==> config.mk <==
export PLATFORM = sky130hd
export DESIGN_NAME = r5fp_dump_tx
export DESIGN_NICKNAME = d
export VERILOG_FILES = /design/src/rtl/r5fp_dump_tx.sv
export SDC_FILE = /design/constraint.sdc
export NUM_CORES = 1
export LEC_CHECK = 0
export CAP_MARGIN = 20
export CORE_MARGIN = 1
export CORE_UTILIZATION = 45
export DETAILED_ROUTE_END_ITERATION = 10
export GPL_TIMING_DRIVEN = 0
export PLACE_DENSITY = 0.71
export SKIP_LAST_GASP = 1
export SYNTH_ARGS = -nofsm -noshare
export SYNTH_HDL_FRONTEND = slang
export SYNTH_SLANG_ARGS = --single-unit
export TNS_END_PERCENT = 30
==> constraint.sdc <==
create_clock -name clk -period 10.5 [get_ports clk]
set_clock_uncertainty 0.1 [all_clocks]
set_input_delay 2.625 -clock clk [delete_from_list [all_inputs] [get_ports clk]]
set_output_delay 2.625 -clock clk [all_outputs]
set_load 0.01 [all_outputs]
==> src/rtl/r5fp_dump_tx.sv <==
// r5fp_dump_tx: serializes FP check records into "DUMP: a b z flags\n" hex lines; R5FP_DUMP_SKID_EN adds a one-record skid buffer
module r5fp_dump_tx #(
    parameter int EXP_W = 8,
    parameter int SIG_W = 23
) (
    input  logic                 clk,
    input  logic                 reset,
    input  logic                 in_valid,
    output logic                 in_ready,
    input  logic [EXP_W+SIG_W:0] in_a,
    input  logic [EXP_W+SIG_W:0] in_b,
    input  logic [EXP_W+SIG_W:0] in_z,
    input  logic [4:0]           in_flags,
    output logic                 out_valid,
    input  logic                 out_ready,
    output logic [7:0]           out_data,
    output logic                 busy
);
    localparam int W = EXP_W + SIG_W + 1;
    localparam int ND = (W + 3) / 4;
    localparam int CW = $clog2((ND > 6 ? ND : 6) + 1);
    localparam logic [47:0] PFX_STR = "DUMP: ";
    typedef enum logic [3:0] {IDLE, PFX, FA, S1, FB, S2, FZ, S3, FF, NL} state_t;
    state_t state, nState;
    logic [CW-1:0] cnt, nCnt, len;
    logic [W-1:0] recA, recB, recZ, nA, nB, nZ, srcA, srcB, srcZ;
    logic [4:0] recF, nF, srcF;
    logic [4*ND-1:0] field;
    logic [3:0] digit;
    logic [7:0] nData, pfxByte, hexByte;
    logic accept, xfer, last, leaveNl, loadWork, skidFull, nSkidFull;
    assign accept = in_valid && in_ready;
    assign xfer = out_valid && out_ready;
    assign leaveNl = xfer && state == NL;
    assign busy = (state != IDLE) || skidFull;
`ifdef R5FP_DUMP_SKID_EN
    logic [W-1:0] skA, skB, skZ;
    logic [4:0] skF;
    assign in_ready = !reset && !skidFull;
    // a record arriving on the NL edge with the skid empty goes straight to the working register
    assign loadWork = (accept && state == IDLE) || (leaveNl && (skidFull || accept));
    assign {srcA, srcB, srcZ, srcF} = skidFull ? {skA, skB, skZ, skF} : {in_a, in_b, in_z, in_flags};
    assign nSkidFull = skidFull ? !leaveNl : (accept && state != IDLE && !leaveNl);
    always_ff @(posedge clk) begin
        if (accept && !skidFull) {skA, skB, skZ, skF} <= {in_a, in_b, in_z, in_flags};
    end
`else
    assign in_ready = (state == IDLE) && !reset;
    assign loadWork = accept && state == IDLE;
    assign {srcA, srcB, srcZ, srcF} = {in_a, in_b, in_z, in_flags};
    assign nSkidFull = 1'b0;
`endif
    always_comb begin
        len = state == PFX ? CW'(6) :
              (state == FA || state == FB || state == FZ) ? CW'(ND) :
              state == FF ? CW'(2) : CW'(1);
        last = cnt == len - CW'(1);
        nState = state;
        nCnt = cnt;
        if (state == IDLE) begin
            nState = accept ? PFX : IDLE;
            nCnt = '0;
        end else if (xfer) begin
            nCnt = last ? '0 : cnt + CW'(1);
            if (last) nState = state == NL ? (loadWork ? PFX : IDLE) : state_t'(state + 4'd1);
        end
        {nA, nB, nZ, nF} = loadWork ? {srcA, srcB, srcZ, srcF} : {recA, recB, recZ, recF};
    end
    // out_data is precomputed from the next state so the registered byte lines up with the FSM
    always_comb begin
        field = nState == FA ? (4*ND)'(nA) : nState == FB ? (4*ND)'(nB) : (4*ND)'(nZ);
        digit = nState == FF ? 4'({3'b000, nF} >> (4 * (1 - int'(nCnt))))
                             : 4'(field >> (4 * (ND - 1 - int'(nCnt))));
        hexByte = digit < 4'd10 ? 8'h30 + {4'h0, digit} : 8'h57 + {4'h0, digit};
        pfxByte = 8'(PFX_STR >> (8 * (5 - int'(nCnt))));
        nData = nState == IDLE ? 8'h00 :
                nState == PFX ? pfxByte :
                (nState == S1 || nState == S2 || nState == S3) ? 8'h20 :
                nState == NL ? 8'h0a : hexByte;
    end
    always_ff @(posedge clk) begin
        if (reset) begin
            state <= IDLE;
            cnt <= '0;
            out_valid <= 1'b0;
            out_data <= 8'h00;
            skidFull <= 1'b0;
        end else begin
            state <= nState;
            cnt <= nCnt;
            out_valid <= nState != IDLE;
            out_data <= nData;
            skidFull <= nSkidFull;
        end
    end
    always_ff @(posedge clk) begin
        {recA, recB, recZ, recF} <= {nA, nB, nZ, nF};
    end
endmodule
==> impl_metrics.json <==
{
  "worst_pin_slew_ns": 1.031,
  "worst_ep_arrival_time_ns": 7.80,
  "die_width_um": 114.8,
  "synth_top_flop_cell": "dfxtp_1",
  "cts.sinks": 117,
  "clockBufferDepth": 2,
  "cts_buffers": 17,
  "avgSynthCellArea_sq_um": 8.630,
  "fin_util_pct": 62.82,
  "cp-start-kind": "input port",
  "ys_top_cells_by_area": "dfxtp_1 41%, nand2_1 11%, mux2_2 8.7%",
  "cts_tree": "done",
  "clkSlewWorstSetupHoldPaths_ns": 0.05,
  "cp_data_required_time_ns": 10.71,
  "swShare_pct": 24.71,
  "ant_nets": 0,
  "clkLatencyLatePin_ns": 0.42,
  "cellPowerDensity_nw_per_um2": 171.4,
  "crit_path_max_fanout": 8,
  "dpl_cell_area_sq_um": 7077,
  "grt_pass1_wl_um": 27790,
  "nets": 912,
  "ff_latch_area_sq_um": 2342,
  "synthesis.nets": 777,
  "ys_ff_latch": 117,
  "drv_cap": 0,
  "switching_power_mw": 0.3248,
  "rrSetupSlack_ns": 3.62,
  "hpwlAfterDp_um": 13060,
  "via_count": 5500,
  "dp.cells": 946,
  "drt_iter0_markers": 438,
  "rsz0062_at_grt": "no",
  "peakVddDrop_mv": 0.09103,
  "synth.distinct_cells": 74,
  "drive_gt1_share_pct": 10.97,
  "synth_top_area_share_pct": 40.94,
  "leakagePower_nw": 3.208,
  "ys_warn_count": 0,
  "place_ws_ns": 2.626,
  "cts_hold_buf": 0,
  "start_util_pct": 46.85,
  "p_clk_share_pct": 43.8,
  "htreeDepth": 4,
  "final_cell_count_no_fill": 979,
  "critPathBufInv": 4,
  "maxSlewHeadroom_pct": 31.01,
  "hold_viol": 0,
  "ys_seq_area_share_pct": 40.94,
  "seq_power_share_pct": 40.1,
  "num_rows": 40,
  "n_antenna_cell": 0,
  "grt_remaining_overflow": 0,
  "cts_root_buf": "clkbuf_16",
  "postSynth.asyncResetShare_pct": 0,
  "grt_max_degree": 17,
  "final_area_sq_um": 7671,
  "die-area_sq_um": 13170,
  "slowest_stage": "o41ai_1",
  "route.detailed.drc": 0,
  "antenna_found_initial": 0,
  "max_freq_mhz": 131.7,
  "cp-end-kind": "flip-flop",
  "holdWs_ns": 0.3453,
  "cts_resized": 0,
  "worst_path_largest_cell_delay_ns": 0.78,
  "path_cells": "clkdlybuf4s50_1 -> nand2_1 -> or3_1 -> clkbuf_1 -> o41ai_1 -> nor2_1 -> clkinv_1 -> ha_1 -> clkbuf_1 -> nor4b_1 -> and4_1 -> a31oi_1 -> a21boi_1 -> or2_1 -> ha_1 -> nor3_1 -> o21ai_0 -> a22o_1",
  "status": "finished clean",
  "drt_wl_total_um": 17550,
  "syn_to_final_growth_pct": 34.07,
  "pwr-share-comb_pct": 16.1,
  "multi_input_area_sq_um": 3143,
  "wl_per_cell_um": 17.93,
  "place_congestion": 0.9540,
  "p_int_mw": 0.9898,
  "netlist_instances": 663,
  "fin_ws_ns": 2.909,
  "port_buffers": 114,
  "min_period_ns": 7.591,
  "worstSetupPathType": "input port to flip-flop",
  "finalPower_mw": 1.315,
  "yosysMostFrequentCell": "nand2_1",
  "drv_slew": 0,
  "finalCritPeriodShare_pct": 72.30,
  "critical-path-top-delay-family": "simple AND/OR/NAND/NOR gates",
  "core_sq_um": 12210,
  "synth_top_area_cell": "dfxtp_1",
  "grt_usage_pct": 28.06,
  "n_fill_cell": 1097,
  "hold_class": "flip-flop to flip-flop",
  "synth-edff-count": 0,
  "die_y_um": 114.8,
  "first_pass_iters": 5,
  "syn-cell-area_sq_um": 5722,
  "grt_pass1_vias": 5445,
  "finalSetupTns_ns": 0,
  "setup_viol": 0,
  "yosys-top-cells-count": "164 x nand2_1, 117 x dfxtp_1, 44 x mux2_2, 44 x nor2_1, 34 x clkbuf_1",
  "viasPerCell": 5.618,
  "top_level_ports": 116,
  "post_cts_buffers": 0
}
-- cell usage in the layout, fill, tap and decap left out, types with 4 or more instances in the layout --
cell	synthesis	routed
xnor2_1	8	8
a211oi_1	11	11
clkinv_2	0	4
buf_2	3	4
nand3_1	6	6
or3_1	16	16
o221ai_1	7	7
clkbuf_16	0	17
mux2i_1	33	33
o21ai_0	11	11
nor3b_1	4	4
a21oi_1	17	17
clkbuf_8	0	4
inv_1	17	17
dfxtp_1	117	117
o211ai_1	12	12
nand2_1	164	164
mux2_2	44	44
nor3_1	4	4
a31oi_1	6	6
ha_1	9	9
nor2_1	44	44
nand4_1	7	7
o41ai_1	12	12
clkdlybuf4s50_1	0	114
clkbuf_1	34	37
-- power groups by stage --
stage / Combinational [mW] / Sequential (mW) / Clock, mW
after floorplan: 0.125 / 0.531 / 0
after global placement: 0.202 / 0.532 / 0
after CTS: 0.210 / 0.527 / 0.581
after detailed placement: 0.208 / 0.535 / 0
final: 0.212 / 0.527 / 0.576
after global routing: 0.231 / 0.533 / 0.602
-- cell type report --
type	instances	area share, %
flip-flops and latches	117	30.53
well taps	168	2.740
repair buffers	116	14.99
clock buffers	24	6.410
clock inverters	8	1.272
multi-input cells	487	40.97
plain buffers	41	2.202
inverters	18	0.8808
-- final timing paths --
kind	start	to	cells after the start
min	recA[9]	recA[9]	2
max	out_ready	out_data[4]	18
min reg2reg	recA[9]	recA[9]	2
max reg2reg	state[1]	out_data[4]	24
-- registers in the layout (all words and copies together) (netlist names) --
signal	count
recA	32
recB	32
recZ	32
out_data	7
recF	5
cnt	4
state	4
out_valid	1
-- cells by family after synthesis --
logic type	Yosys count	synth area share (%)
AO/OA/AOI/OAI	119	15.83
XOR/XNOR	11	1.684
adder cells (fa/ha/maj)	9	1.968
buffers and inverters	59	4.133
flip-flops	117	40.94
multiplexers	78	14.63
other	1	0.06554
AND/OR/NAND/NOR	269	20.75
-- routing by layer --
layer | up-vias | wire length, um | global-route usage [%]
met5 | - | 0 | 0
met4 | 0 | 613 | 14.89
met3 | 48 | 1097 | 5.746
met2 | 250 | 8336 | 46.87
met1 | 2563 | 7502 | 34.18
li1 | 2639 | - | -
-- worst min-delay path, cell delays in order (launching register included) --
cell	delay, ns
dfxtp_1	0.30
nand2_1	0.05
nand2_1	0.04
Note: power is estimated with default switching activity, not from simulation.
==> variant (same settings) <==
Set the parameter `EXP_W` to 4 (it was 8).
--- a/src/rtl/r5fp_dump_tx.sv
+++ b/src/rtl/r5fp_dump_tx.sv
@@ -1,6 +1,6 @@
 // r5fp_dump_tx: serializes FP check records into "DUMP: a b z flags\n" hex lines; R5FP_DUMP_SKID_EN adds a one-record skid buffer
 module r5fp_dump_tx #(
-    parameter int EXP_W = 8,
+    parameter int EXP_W = 4,
     parameter int SIG_W = 23
 ) (
     input  logic                 clk,
Ports: changed (resized in_a, in_b and in_z); port bits go from 116 to 104. No check against the original RTL was run, so the function may have changed too.
==> variant against the unedited design <==
Highest routed layer unchanged. Sequential cell count shrank 13. The flow now finishes with violations (design-rule violations). Largest cell class unchanged. Worst setup slack got worse by 340 ps. Wire length down 12%. Register-to-register slack better by 120 ps. Total power decreased by 14%. Cell area fell by 10%. Area after synthesis down 5.4%.
==> variant: results (changes against the unedited design) <==
* VDD IR max at 0.0880 mV (was 0.0910 mV)
* Met1 Usage GRT at 33.2% (was 34.2%)
* CP max stage cell: nor2_1 (was o41ai_1)
* DRC violations left at 9 (was 0)
* Total track usage at 25.3% (was 28.1%)
* Largest net degree at the start of global routing at 18 (was 17)
* CTS H-tree lvls at 3 (was 4)
* Place WS at 2290 ps (was 2630 ps)
* Maximum clock insertion buffer count at 2 (unchanged)
* Worst-Skew Late Latency at 350 ps (was 420 ps)
* Yosys Warn Count at 0 (unchanged)
* Synth top cells by count: dfxtp_1 (104), mux2_2 (87), nand2_1 (32) (was nand2_1 (164), dfxtp_1 (117), mux2_2 (44), nor2_1 (44), clkbuf_1 (34))
* Syn Area/Cell at 9.96 µm² (was 8.63 µm²)
* Drt first-iter violations at 315 (was 438)
* Top FF cell, synth: dfxtp_1 (unchanged)
* Clock Pin Slew Worst Setup and Hold Paths at 70 ps (was 50 ps)
* FFs w/ async S/R, synth at 0% (unchanged)
* Leak Pwr at 2.72 nW (was 3.21 nW)
* Main area contributors after synthesis: dfxtp_1 (38%), mux2_2 (18%), a21o_1 (2.2%) (was dfxtp_1 (41%), nand2_1 (11%), mux2_2 (8.7%))
* Post-CTS sizing at 0 (unchanged)
* Met3 usage at 4.35% (was 5.75%)
* Num CTS Buffers at 9 (was 17)
* Distinct cells, synth at 76 (was 74)
* CP max FO at 10 (was 8)
* Largest stage delay, worst path at 620 ps (was 780 ps)
* Final wirelength at 15400 µm (was 17500 µm)
* Clk Tree Root Cell: clkbuf_16 (unchanged)
* Status: finished with violations (was complete, no violations)
* Routability cong. at 0.945 (was 0.954)
* Initial antenna violation count at 0 (unchanged)
* Layout cells sized above 1 at 23.3% (was 11.0%)
* Failing checks: design-rule violations
* Drt first pass iters at 7 (was 5)
* Final net count at 755 (was 912)
* PortBufs at 101 (was 114)
* Hold Path Class: reg -> reg (unchanged)
* DP HPWL at 11900 µm (was 13100 µm)
* Mapped Nets at 643 (was 777)
* Post-synthesis sequential area ratio at 38.5% (was 40.9%)
* Via/cell ratio at 5.77 (was 5.62)
* Worst EP arrival at 8120 ps (was 7800 ps)
* Met2 Use GR at 41.7% (was 46.9%)
* Relative slew slack at 46.0% (was 31.0%)
* Diode count at 0 (unchanged)
* # Post-CTS Setup Buffers at 0 (unchanged)
* First-pass GRT wire length at 24300 µm (was 27800 µm)
* Vias in the first global route at 4572 (was 5445)
## variant: kinds of logic (layout without fill, tap and decap cells)
group / count (synthesis) / in the layout / synth area share, %
flops: 104 / 104 / 38.5
compound gates: 128 / 128 / 18.4
other cells: 1 / 1 / 0.0693
xor+xnor: 12 / 12 / 1.94
fa+ha+maj: 7 / 7 / 1.62
simple gates: 145 / 145 / 14.8
buf+inv: 49 / 166 / 4.58
mux: 97 / 97 / 20.1
## variant: metrics by stage
step,instance area [µm²],std cells,utilization (%)
finish,6900,803,59.6
CTS,6900,803,59.6
detailed placement,6600,787,57.1
global route,6900,803,59.6
floorplan,5410,543,-
global placement,6600,787,57.1
## variant: worst max-delay path: cells and delay by family
kind,cells,cell delay (ps)
AO/OA/AOI/OAI,5,890
XOR/XNOR,1,80
adder cells (fa/ha/maj),2,370
buffers and inverters,7,1870
AND/OR/NAND/NOR,6,2290
## variant: layer usage
layer / share of wire, % / wire [µm]
met1: 46 / 7070
met2: 47 / 7320
met3: 5.3 / 813
met4: 1.6 / 246
met5: 0 / 0
## variant: final cells by class
class | instances | area, µm²
multi-input combinational | 390 | 3080
clock inverter | 6 | 67.6
inverter | 13 | 48.8
clock buffer | 10 | 229
buffer | 36 | 199
fill | 997 | 4670
timing repair buffer | 101 | 1010
tap | 143 | 179
sequential | 104 | 2080
## variant: path summary, 6_finish.rpt
check	from	to	slack [ps]	depth (start not counted)
worst min-delay path	recZ[2]	recZ[2]	370	1
worst max-delay path	out_ready	out_data[2]	2570	21
worst min register to register	recZ[2]	recZ[2]	370	1
worst max register to register	state[3]	out_data[2]	3740	26
## variant: report_power, final
group / total, mW / internal, mW / switching, mW
sequential: 0.495 / 0.477 / 0.0182
clock: 0.338 / 0.186 / 0.152
combinational: 0.295 / 0.154 / 0.141
total: 1.13 / 0.817 / 0.312
